$ cat src/rtl/imem_loader_pkg.sv
// Shared types and constants for the instruction-memory boot loader.
package imem_loader_pkg;

  typedef enum logic [2:0] {
    HDR_LO,
    HDR_HI,
    DATA,
    WRITE,
    DONE
  } loader_state_t;

  localparam int HDR_BYTES   = 2;
  localparam int WORD_BYTES  = 4;
  localparam int INSTR_WIDTH = 32;

endpackage

$ cat src/rtl/imem_loader_byte_packer.sv
// Little-endian byte-to-word packer; word shows the lanes with the
// current byte already inserted so the writer can latch it same edge.
module byte_packer
  import imem_loader_pkg::*;
(
  input  logic                   clk,
  input  logic                   reset,
  input  logic                   clr,
  input  logic                   load,
  input  logic [7:0]             in_data,
  output logic [INSTR_WIDTH-1:0] word,
  output logic                   word_full
);

  localparam int IDX_W = $clog2(WORD_BYTES);

  logic [IDX_W-1:0]       byte_idx;
  logic [INSTR_WIDTH-1:0] lanes;

  always_comb begin
    word = lanes;
    if (load) begin
      word[{byte_idx, 3'b000} +: 8] = in_data;
    end
  end

  assign word_full = load && (byte_idx == IDX_W'(WORD_BYTES - 1));

  always_ff @(posedge clk or posedge reset) begin
    if (reset) begin
      byte_idx <= '0;
      lanes    <= '0;
    end else if (clr) begin
      byte_idx <= '0;
      lanes    <= '0;
    end else if (load) begin
      byte_idx <= byte_idx + IDX_W'(1);
      lanes    <= word;
    end
  end

endmodule

$ cat src/rtl/imem_loader.sv
// Boot loader: header word count, then packed words written to
// instruction memory from address 0 while the core is held in reset.
module imem_loader
  import imem_loader_pkg::*;
#(
  parameter int ADDR_WIDTH  = 8,
  parameter int COUNT_WIDTH = 16
) (
  input  logic                   clk,
  input  logic                   reset,
  input  logic                   start,
  input  logic                   in_valid,
  output logic                   in_ready,
  input  logic [7:0]             in_data,
  output logic                   mem_we,
  output logic [ADDR_WIDTH-1:0]  mem_addr,
  output logic [INSTR_WIDTH-1:0] mem_wdata,
  output logic                   cpu_hold,
  output logic                   busy,
  output logic                   done,
  output logic                   overflow
);

  localparam int unsigned DEPTH = 32'd1 << ADDR_WIDTH;

  loader_state_t          state_q, state_d;
  logic [COUNT_WIDTH-1:0] count_q, count_d;
  logic [COUNT_WIDTH-1:0] word_idx_q, word_idx_d;
  logic                   overflow_d;
  logic                   mem_we_d;
  logic [ADDR_WIDTH-1:0]  mem_addr_d;
  logic [INSTR_WIDTH-1:0] mem_wdata_d;

  logic                   xfer;
  logic                   in_range;
  logic                   pk_clr;
  logic                   pk_load;
  logic [INSTR_WIDTH-1:0] pk_word;
  logic                   pk_full;

  assign xfer     = in_valid & in_ready;
  assign in_range = 32'(word_idx_q) < DEPTH;
  assign pk_clr   = xfer && (state_q == HDR_HI);
  assign pk_load  = xfer && (state_q == DATA);

  byte_packer u_packer (
    .clk       (clk),
    .reset     (reset),
    .clr       (pk_clr),
    .load      (pk_load),
    .in_data   (in_data),
    .word      (pk_word),
    .word_full (pk_full)
  );

  always_comb begin
    state_d     = state_q;
    count_d     = count_q;
    word_idx_d  = word_idx_q;
    overflow_d  = overflow;
    mem_we_d    = 1'b0;
    mem_addr_d  = mem_addr;
    mem_wdata_d = mem_wdata;
    unique case (state_q)
      HDR_LO: begin
        if (xfer) begin
          count_d[7:0] = in_data;
          state_d      = HDR_HI;
        end
      end
      HDR_HI: begin
        if (xfer) begin
          count_d    = COUNT_WIDTH'({in_data, count_q[7:0]});
          word_idx_d = '0;
          state_d    = (count_d == '0) ? DONE : DATA;
        end
      end
      DATA: begin
        if (pk_full) begin
          state_d = WRITE;
          // Out-of-range words are consumed but never reach memory.
          if (in_range) begin
            mem_we_d    = 1'b1;
            mem_addr_d  = word_idx_q[ADDR_WIDTH-1:0];
            mem_wdata_d = pk_word;
          end else begin
            overflow_d = 1'b1;
          end
        end
      end
      WRITE: begin
        word_idx_d = word_idx_q + COUNT_WIDTH'(1);
        state_d    = (word_idx_d == count_q) ? DONE : DATA;
      end
      DONE: begin
        if (start) begin
          state_d    = HDR_LO;
          overflow_d = 1'b0;
        end
      end
      default: state_d = HDR_LO;
    endcase
  end

  always_ff @(posedge clk or posedge reset) begin
    if (reset) begin
      state_q    <= HDR_LO;
      count_q    <= '0;
      word_idx_q <= '0;
      in_ready   <= 1'b1;
      mem_we     <= 1'b0;
      mem_addr   <= '0;
      mem_wdata  <= '0;
      cpu_hold   <= 1'b1;
      busy       <= 1'b1;
      done       <= 1'b0;
      overflow   <= 1'b0;
    end else begin
      state_q    <= state_d;
      count_q    <= count_d;
      word_idx_q <= word_idx_d;
      in_ready   <= (state_d == HDR_LO) || (state_d == HDR_HI) ||
                    (state_d == DATA);
      mem_we     <= mem_we_d;
      mem_addr   <= mem_addr_d;
      mem_wdata  <= mem_wdata_d;
      cpu_hold   <= (state_d != DONE);
      busy       <= (state_d != DONE);
      done       <= (state_d == DONE);
      overflow   <= overflow_d;
    end
  end

endmodule

$ cat config.mk
export PLATFORM = sky130hd
export DESIGN_NAME = imem_loader
export DESIGN_NICKNAME = d
export VERILOG_FILES = /design/src/rtl/imem_loader_pkg.sv /design/src/rtl/imem_loader_byte_packer.sv /design/src/rtl/imem_loader.sv
export SDC_FILE = /design/constraint.sdc
export NUM_CORES = 1
export LEC_CHECK = 0
export BUFFER_PORTS_ARGS = -buffer_cell sky130_fd_sc_hd__buf_2
export CORE_UTILIZATION = 59
export CTS_CLUSTER_SIZE = 40
export DETAILED_ROUTE_END_ITERATION = 8
export GPL_TIMING_DRIVEN = 0
export PLACE_DENSITY = 0.87
export SYNTH_ARGS = -nofsm -noshare
export SYNTH_HDL_FRONTEND = slang
export SYNTH_SLANG_ARGS = --single-unit
$ cat constraint.sdc
create_clock -name clk -period 8.15 [get_ports clk]
set_input_delay 2.445 -clock clk [delete_from_list [all_inputs] [get_ports clk]]
set_output_delay 2.445 -clock clk [all_outputs]
set_load 0.005 [all_outputs]
==> results of run 1 <==
[synth_stat cells (2+ instances only)]
| cell | instances |
|---|---|
| buf_2 | 5 |
| nor3b_1 | 5 |
| nor3_1 | 5 |
| nor2b_1 | 5 |
| dfstp_2 | 2 |
| xor2_1 | 6 |
| nor4b_4 | 3 |
| buf_4 | 6 |
| nand2_2 | 2 |
| and4_1 | 2 |
| a31oi_1 | 4 |
| nand3_1 | 8 |
| nand4_1 | 6 |
| buf_6 | 8 |
| a21oi_1 | 10 |
| ha_1 | 6 |
| or4_1 | 2 |
| nand2_1 | 88 |
| a22oi_1 | 24 |
| mux2_2 | 17 |
| o21ai_0 | 57 |
| nor4_1 | 6 |
| xnor2_1 | 13 |
| clkbuf_1 | 22 |
| o22ai_1 | 3 |
| o311ai_0 | 2 |
| o41ai_1 | 2 |
| a22o_1 | 25 |
| and3_1 | 3 |
| a211o_1 | 2 |
| inv_1 | 7 |
| nor2_1 | 16 |
| o31ai_1 | 4 |
| and3_2 | 3 |
| dfrtp_1 | 104 |
[worst register-to-register path, stage by stage (launching register included)]
cell,delay (ns)
dfstp_2,0.55
nand2_1,0.14
nor4b_1,0.92
nor2_1,0.27
clkbuf_1,0.32
o21ai_0,0.24
o31ai_1,0.10
[final cells by class]
cell class | instances | area [sq um]
flip-flops and latches | 106 | 2660
multi-input cells | 352 | 2290
repair buffers | 58 | 313
clock buffers | 9 | 124
plain buffers | 42 | 246
fillers | 635 | 2530
well taps | 105 | 131
inverters | 7 | 28.8
clock inverters | 7 | 67.6
[power by group through the flow]
stage	clock (mW)	sequential [mW]	combinational, mW
final	0.313	0.749	0.651
after global routing	0.337	0.762	0.717
after CTS	0.319	0.745	0.647
after detailed placement	0	0.754	0.641
after global placement	0	0.746	0.612
after floorplan	0	0.739	0.464
[layer usage]
layer	wire, microns	vias up
met4	393	0
met2	5870	245
li1	-	1959
met3	1010	31
met5	0	-
met1	5440	2106
[cells by family after synthesis]
| family | count (synthesis) |
|---|---|
| AND/OR/NAND/NOR | 169 |
| AO/OA/AOI/OAI | 141 |
| flip-flops | 106 |
| buffers and inverters | 49 |
| XOR/XNOR | 19 |
| multiplexers | 17 |
| adder cells (fa/ha/maj) | 6 |
[metrics by stage]
step | area, sq um | hold WS, ns | power, mW | instances
after floorplan | 5210 | 0.466 | 1.20 | 507
after global placement | 5630 | 0.462 | 1.36 | 669
after detailed placement | 5660 | 0.466 | 1.39 | 670
after CTS | 5850 | 0.493 | 1.71 | 686
after global routing | 5850 | 0.516 | 1.82 | 686
final | 5850 | 0.489 | 1.71 | 686
[sequential cells by signal (all words and copies together), names as in the netlist]
signal	count
state_q	3
u_packer.lanes	24
count_q	16
in_ready	1
busy	1
mem_addr	8
u_packer.byte_idx	2
done	1
overflow	1
mem_wdata	32
word_idx_q	16
mem_we	1
[layout by cell type (no fill, tap or decap), drive strengths merged, types with 2 or more instances in the layout]
master / count
clkinv: 3
nor2b: 5
and3: 7
a22o: 25
ha: 6
nor4b: 5
or4: 3
xor2: 6
a31oi: 4
dfstp: 2
a21boi: 2
dfrtp: 104
nor3b: 5
o21ai: 57
nand4: 7
nor4: 7
a22oi: 24
o22ai: 3
nand3: 9
clkbuf: 31
xnor2: 13
mux2: 17
nor3: 5
and4: 3
o41ai: 2
a211o: 2
inv: 11
a21oi: 10
buf: 78
nand2: 90
nor2: 17
o311ai: 2
o31ai: 4
[final timing paths]
path	from	slack, ns	cells after the start	endpoint
max in group asynchronous	reset	5.34	3	busy$_DFF_PP1_
max reg2reg	in_ready$_DFF_PP1_	5.50	6	word_idx_q[3]$_DFFE_PP0P_
min in group asynchronous	reset	2.09	2	mem_wdata[5]$_DFFE_PP0P_
min	mem_wdata[1]$_DFFE_PP0P_	0.49	2	mem_wdata[1]$_DFFE_PP0P_
max	in_valid	3.88	7	word_idx_q[3]$_DFFE_PP0P_
min reg2reg	mem_wdata[1]$_DFFE_PP0P_	0.49	2	mem_wdata[1]$_DFFE_PP0P_
==> run metrics, run 1 <==
smallest setup slack after layout 3.88 ns; Max Cap Viol 0; Worst Setup Start Kind input pin; CTS sink cnt 106; grt met3 use 4.90%; TritonCTS Buffers 9; CP Max Fanout 10; Area growth syn-to-layout 12.2%; root buffer cell clkbuf_8; combinational group share of total power 38.0%; slowest CP cell nor4b_1; met2 Use GR 42.8%; first-pass GRT wire length 20500 microns; switching pwr 663 uW; Crit. End Element flop; Seq/Total Area, Yosys 50.9%; min-delay worst type flop to flop; Clk pwr share 18.3%; Tcrit/Tclk final 52.4%; Starting Density 62.2%; die area 0.00922 sq mm; Avg Synthesized Cell Area 10.3 sq um; LEAKAGE 2.78 nW; Synth Area in XOR/XNOR 3.19%; GRT met1 Usage 43.2%; drt first-iter violations 387; Synth top area share 49.9%; Max Fclk 234 MHz; Async S/R FF share, synth 100%; die width 96.0 microns; layout cells sized above 1 22.5%; nets 594; diode count 0; vias per cell 6.33; post-layout util 69.8%; Distinct cells, synth 59; Sw Share 38.7%; status finished clean; Most Used Layer, Global Route met1; ys flop type dfrtp_1; pre-CTS setup slack 3.60 ns; Overflow after GRT 0; minimum clock period 4.27 ns; Worst-path clk slew 0.11 ns; H-tree Lvls 3; Synth Area in Adders 1.44%; vias in the first global route 3981; setup TNS 0 ns; DRC Markers 0; leading area contributor after synthesis dfrtp_1; die height 96.0 microns; max-slew violations 0; Simple-Gate Fraction of Synth Area 17.7%; WL/cell 18.5 microns; VDD IR-drop max 0.164 mV; largest family of logic cells by synthesized area compound AO/OA/AOI/OAI gates; Area contributors post-synth dfrtp_1 (50%), nand2_1 (6.3%), o21ai_0 (5.5%), a22o_1 (4.2%), mux2_2 (3.7%); Synth Warn # 0; initial antenna violation count 0; vias 4341; Critical Path AT 4.52 ns; largest net degree at the start of global routing 68; Post-CTS Setup Inserts 0; Post-CTS Hold Buffers 0; Hold Vio Cnt, Final 0; syn nets 525; worst slew pin tran 1.09 ns; global-route usage over all layers 29.8%; EDFF count, synth 0; drt first pass iters 5; CTS tree done; core area 0.00838 sq mm; Flop pwr share 43.7%; Longest Clk Path Bufs 2; CP Data Required Time 8.40 ns; CP cell instances buf_2 > nand2_1 > nor4b_1 > nor2_1 > clkbuf_1 > o21ai_0 > o31ai_1; pwr/cell area 293 mW/mm^2; Resize count post-CTS 0; I/O Buffers 57; DRT Wirelength 12700 microns; register bit count reported by yosys 106; hpwl dp 8870 microns; Int Pwr 1.05 mW; multiplexer share of the synthesized area 3.67%; num ports 58; Slew headroom 26.5%; setup violators final 0; gp weighted congestion 0.933; Post-Synthesis Cells 507; Antenna Nets Post-Route 0; max incr delay on CP 0.92 ns; kind of critical path input pin to flop; Synth Area in Compound Gates 17.8%; Clk Latency, worst-skew pair 0.37 ns; WP buf/inv 2; RSZ-0062 raised after global routing false; CP delay by family, top simple AND/OR/NAND/NOR gates; Core Rows 33; synthesized area 0.00521 sq mm; clk_skew 0.0114 ns
Note: power is estimated with default switching activity, not from simulation.
==> inputs of run 2 (changes only) <==
CORE_UTILIZATION = 58   (was 59)
PLACE_DENSITY = 0.86   (was 0.87)
clock period = 4 ns   (was 8.15 ns; I/O delays follow)
==> run 2 against run 1 <==
- sequential share of layout area barely moved
- cell area barely moved
- die area rose by 1.7%
- first-iteration DRC count fell by 27%
- clock power rose by 110%
- clock skew rose by 0.0090 ns
- setup slack got worse by 2.9 ns
- count of clock-buffer cells in the layout rose by 1
- critical endpoint is now word_idx_q[10]$_DFFE_PP0P_
- largest cell class unchanged
==> run metrics, run 2 (synthesis results as in run 1) <==
num ports 58; min-delay worst type flop to flop; Largest regs mem_wdata (32), u_packer.lanes (24); RSZ-0062 raised after global routing false; CP Max Fanout 10; max incr delay on CP 0.93 ns; nets 594; area post-placement 0.00566 sq mm; initial antenna violation count 0; CTS tree done; max FFs per register 32; top sig layer met4; dpl cells 673; global-route usage over all layers 27.7%; diode count 0; CTS sink cnt 106; hpwl dp 8740 microns; Max Fclk 336 MHz; Critical Path AT 3.22 ns; Worst-path clk slew 0.11 ns; vias in the first global route 4039; clk_skew 0.0204 ns; I/O Buffers 57; vias per cell 6.20; Worst Hold Depth 2; Overflow after GRT 0; root buffer cell clkbuf_8; Met1 Wirelength 5550 microns; Crit. End Element flop; die area 0.00937 sq mm; layout cells sized above 1 22.4%; Hold Vio Cnt, Final 0; Core Rows 34; Clk Latency, worst-skew pair 0.39 ns; minimum clock period 2.98 ns; Max Cap Viol 0; post-layout util 67.1%; FF-to-FF End state_q[1]$_DFF_PP0_; core area 0.00872 sq mm; CP Data Required Time 4.25 ns; H-tree Lvls 3; TritonCTS Buffers 9; Area growth syn-to-layout 12.3%; drt first pass iters 5; flop2flop setup slack 1.31 ns; kind of critical path input pin to flop; post-route insts no fill 689; Post-CTS Hold Buffers 0; die width 96.8 microns; Longest Clk Path Bufs 2; Worst Setup Start Kind input pin; Post-CTS Setup Inserts 0; status finished clean; Starting Density 59.8%; max-slew violations 0; met2 WL 5710 microns; drt first-iter violations 281; worst slew pin tran 1.09 ns; met3 wire length 872 microns; Slew headroom 26.2%; WL/cell 18.1 microns; slowest CP cell nor4b_1; DRT Wirelength 12500 microns; CP cell instances buf_2 > nand2_1 > nor4b_1 > nor2_1 > clkbuf_1 > o21ai_0 > o31ai_1; number of fill cells 685; LEAKAGE 2.77 nW; Reg with most FFs mem_wdata; first-pass GRT wire length 20700 microns; Tcrit/Tclk final 74.4%; VDD IR-drop max 0.307 mV; Resize count post-CTS 0; DRC Markers 0; CP delay by family, top simple AND/OR/NAND/NOR gates; Hold Crit Endpoint mem_wdata[11]$_DFFE_PP0P_; hold path startpoint mem_wdata[11]$_DFFE_PP0P_; die height 96.8 microns; commonest non-fill, non-tap cells in the layout dfrtp_1 (104), nand2_1 (88), buf_2 (62); WP buf/inv 2; setup violators final 0; most common cell after layout, fill and taps aside dfrtp_1; Worst Reg-to-Reg Cells 8; vias 4270; Antenna Nets Post-Route 0; gp weighted congestion 0.931; largest net degree at the start of global routing 79; R2R Path Start word_idx_q[0]$_DFFE_PP0P_; pwr/cell area 595 mW/mm^2; Finished Cell Area 0.00585 sq mm
run 2: report_power, final:
part | switching, mW | internal [mW] | total (mW)
sequential | 0.196 | 1.33 | 1.52
clock | 0.403 | 0.241 | 0.644
combinational | 0.743 | 0.573 | 1.32
total | 1.34 | 2.14 | 3.48
run 2: metrics by stage:
step | worst slack [ns] | hold slack [ns] | power (mW) | TNS, ns
CTS | 1.09 | 0.492 | 3.47 | 0
global placement | -1.00 | 0.463 | 2.77 | -103.83
detailed placement | 0.699 | 0.466 | 2.83 | 0
finish | 1.02 | 0.488 | 3.48 | 0
global route | 0.821 | 0.524 | 3.69 | 0
floorplan | 0.0144 | 0.466 | 2.45 | 0
run 2: worst reg2reg max path: stages (launching register included):
cell and delay (ns):
dfrtp_1 0.53, ha_1 0.19, buf_2 0.19, and3_1 0.23, and3_2 0.26, a21oi_1 0.08
or4_4 0.52, nor4_4 0.43, o211ai_1 0.13
run 2: worst max path at each step:
stage          startpoint                          to  slack, ns  cells past startpoint
2_1_floorplan       reset      count_q[0]$_DFFE_PP0P_       0.01                      1
3_3_place_gp        reset   word_idx_q[4]$_DFFE_PP0P_      -1.00                      2
3_5_place_dp     in_valid  word_idx_q[14]$_DFFE_PP0P_       0.70                      7
4_1_cts          in_valid  word_idx_q[14]$_DFFE_PP0P_       1.09                      7
5_1_grt          in_valid  word_idx_q[10]$_DFFE_PP0P_       0.82                      7
6_report         in_valid  word_idx_q[10]$_DFFE_PP0P_       1.02                      7
run 2: layout make-up:
| cell class | count | area [sq um] | area share [%] |
|---|---|---|---|
| clock inverter | 6 | 61.3 | 1.05 |
| timing repair buffer | 58 | 313 | 5.34 |
| multi-input combinational | 352 | 2290 | 39.1 |
| tap | 108 | 135 | 2.31 |
| inverter | 7 | 28.8 | 0.492 |
| buffer | 42 | 246 | 4.21 |
| clock buffer | 10 | 128 | 2.18 |
| sequential | 106 | 2660 | 45.4 |
run 2: layer usage:
metal  track usage (%)  vias up
met5                 0        -
met1              41.3     2084
met3              4.05       30
met4              10.7        0
li1                  -     1956
met2              41.0      200
==> inputs of run 3 (changes only) <==
clock period = 2.8 ns   (was 4 ns; I/O delays follow)
==> run 3 against run 2 <==
- largest power group unchanged
- power up 47%
- critical endpoint is now done$_DFF_PP0_
- via count is 2.0% higher
- clock power up 55%
==> run metrics, run 3 (synthesis results as in run 1) <==
status finished clean; dpl cells 674; Antenna Nets Post-Route 0; DRT Wirelength 12900 microns; num ports 58; Largest regs mem_wdata (32), u_packer.lanes (24); drt first-iter violations 330; worst slew pin tran 1.05 ns; Longest Clk Path Bufs 2; most common cell after layout, fill and taps aside dfrtp_1; commonest non-fill, non-tap cells in the layout dfrtp_1 (104), nand2_1 (88), buf_2 (62); Critical Path AT 3.05 ns; largest net degree at the start of global routing 44; number of fill cells 620; clk_skew 0.0131 ns; minimum clock period 2.74 ns; area occupied by multi-input gates 0.00229 sq mm; FF+latch area 0.00266 sq mm; max FFs per register 32; WL/cell 18.7 microns; TritonCTS Buffers 9; total chip power 5.10 mW; I/O Buffers 57; H-tree Lvls 3; slowest CP cell or4_1; die width 96.8 microns; diode count 0; nets 595; die area 0.00937 sq mm; post-route insts no fill 690; Post-CTS Setup Inserts 0; Worst-path clk slew 0.11 ns; Tcrit/Tclk final 97.8%; gp weighted congestion 0.941; Max Cap Viol 0; pre-CTS setup slack -0.0951 ns; drt first pass iters 6; Max Fclk 365 MHz; Core Rows 34; Clk Latency, worst-skew pair 0.38 ns; vias 4354; smallest setup slack after layout 0.0610 ns; root buffer cell clkbuf_8; Area growth syn-to-layout 13.1%; Crit. End Element flop; core area 0.00872 sq mm; hpwl dp 8980 microns; min-delay worst type flop to flop; die height 96.8 microns; Slew headroom 29.5%; CTS tree done; global-route usage over all layers 28.4%; vias in the first global route 4159; vias per cell 6.31; max incr delay on CP 0.62 ns; CTS sink cnt 106; RSZ-0062 raised after global routing false; VDD IR-drop max 0.482 mV; CP Data Required Time 3.11 ns; initial antenna violation count 0; Reg with most FFs mem_wdata; pwr/cell area 866 mW/mm^2; first-pass GRT wire length 21100 microns; Post-CTS Hold Buffers 0; CP cell instances ha_1 > buf_2 > nand3_1 > o21ai_0 > o31ai_1 > or4_1 > nor4_4 > a211o_1; Hold Vio Cnt, Final 0; Worst Setup Start Kind flop; kind of critical path flop to flop; layout cells sized above 1 22.7%; Overflow after GRT 0; LEAKAGE 2.79 nW; Starting Density 59.8%; max-slew violations 0; CP Max Fanout 9; setup violators final 0; worst hold slack 0.486 ns; DRC Markers 0
run 3: cell count changes in the layout (fill, tap and decap cells not counted):
cell / delta
buf_16: -1
inv_4: -1
nor4b_1: -1
nor4b_2: +1
buf_12: +2
bufinv_16: +1
run 3: metrics by stage:
stage / TNS [ns] / utilization (%) / instance area [sq um]
after detailed placement: -0.561 / 65.1 / 5680
after global placement: -1.11 / 64.6 / 5640
after floorplan: 0 / - / 5220
after global routing: 0 / 67.6 / 5900
after CTS: 0 / 67.5 / 5890
final: 0 / 67.6 / 5900
run 3: worst paths after layout:
kind                                            from                    endpoint  slack [ns]  cells past startpoint
setup / recovery           word_idx_q[0]$_DFFE_PP0P_              done$_DFF_PP0_        0.06                      8
hold / removal              mem_wdata[3]$_DFFE_PP0P_    mem_wdata[3]$_DFFE_PP0P_        0.49                      2
setup reg to reg           word_idx_q[0]$_DFFE_PP0P_              done$_DFF_PP0_        0.06                      8
hold reg to reg             mem_wdata[3]$_DFFE_PP0P_    mem_wdata[3]$_DFFE_PP0P_        0.49                      2
max in group asynchronous                      reset      count_q[0]$_DFFE_PP0P_        1.43                      4
min in group asynchronous                      reset  word_idx_q[15]$_DFFE_PP0P_        0.51                      2
run 3: per-layer routing:
layer | wire length [microns] | track usage (%)
met5 | 0 | 0
met4 | 364 | 12.6
met3 | 902 | 4.84
met2 | 6010 | 42.7
met1 | 5660 | 40.6
run 3: timing repair:
item,4_1_cts,5_1_grt
resized for setup,0,1
endpoints found under the setup margin,0,1
endpoints found under the hold margin,0,0
run 3: layout make-up:
type | count | share of cell area [%]
Tap cell | 108 | 2.29
Sequential cell | 106 | 45.0
Inverter | 7 | 0.509
Buffer | 42 | 4.18
Timing Repair Buffer | 59 | 5.52
Multi-Input combinational cell | 352 | 38.9
Clock inverter | 6 | 1.42
Clock buffer | 10 | 2.16
run 3: power breakdown:
group          internal, mW  switching [mW]  total [mW]
clock network         0.434           0.563       0.997
logic                 0.824            1.10        1.93
registers              1.89           0.287        2.18
run 3: critical path: cells and delay by family, from the launching register on:
kind	cells	cell delay [ns]
AO/OA/AOI/OAI	3	0.58
AND/OR/NAND/NOR	3	1.16
buffers and inverters	1	0.20
adder cells (fa/ha/maj)	1	0.21
flip-flops	1	0.52
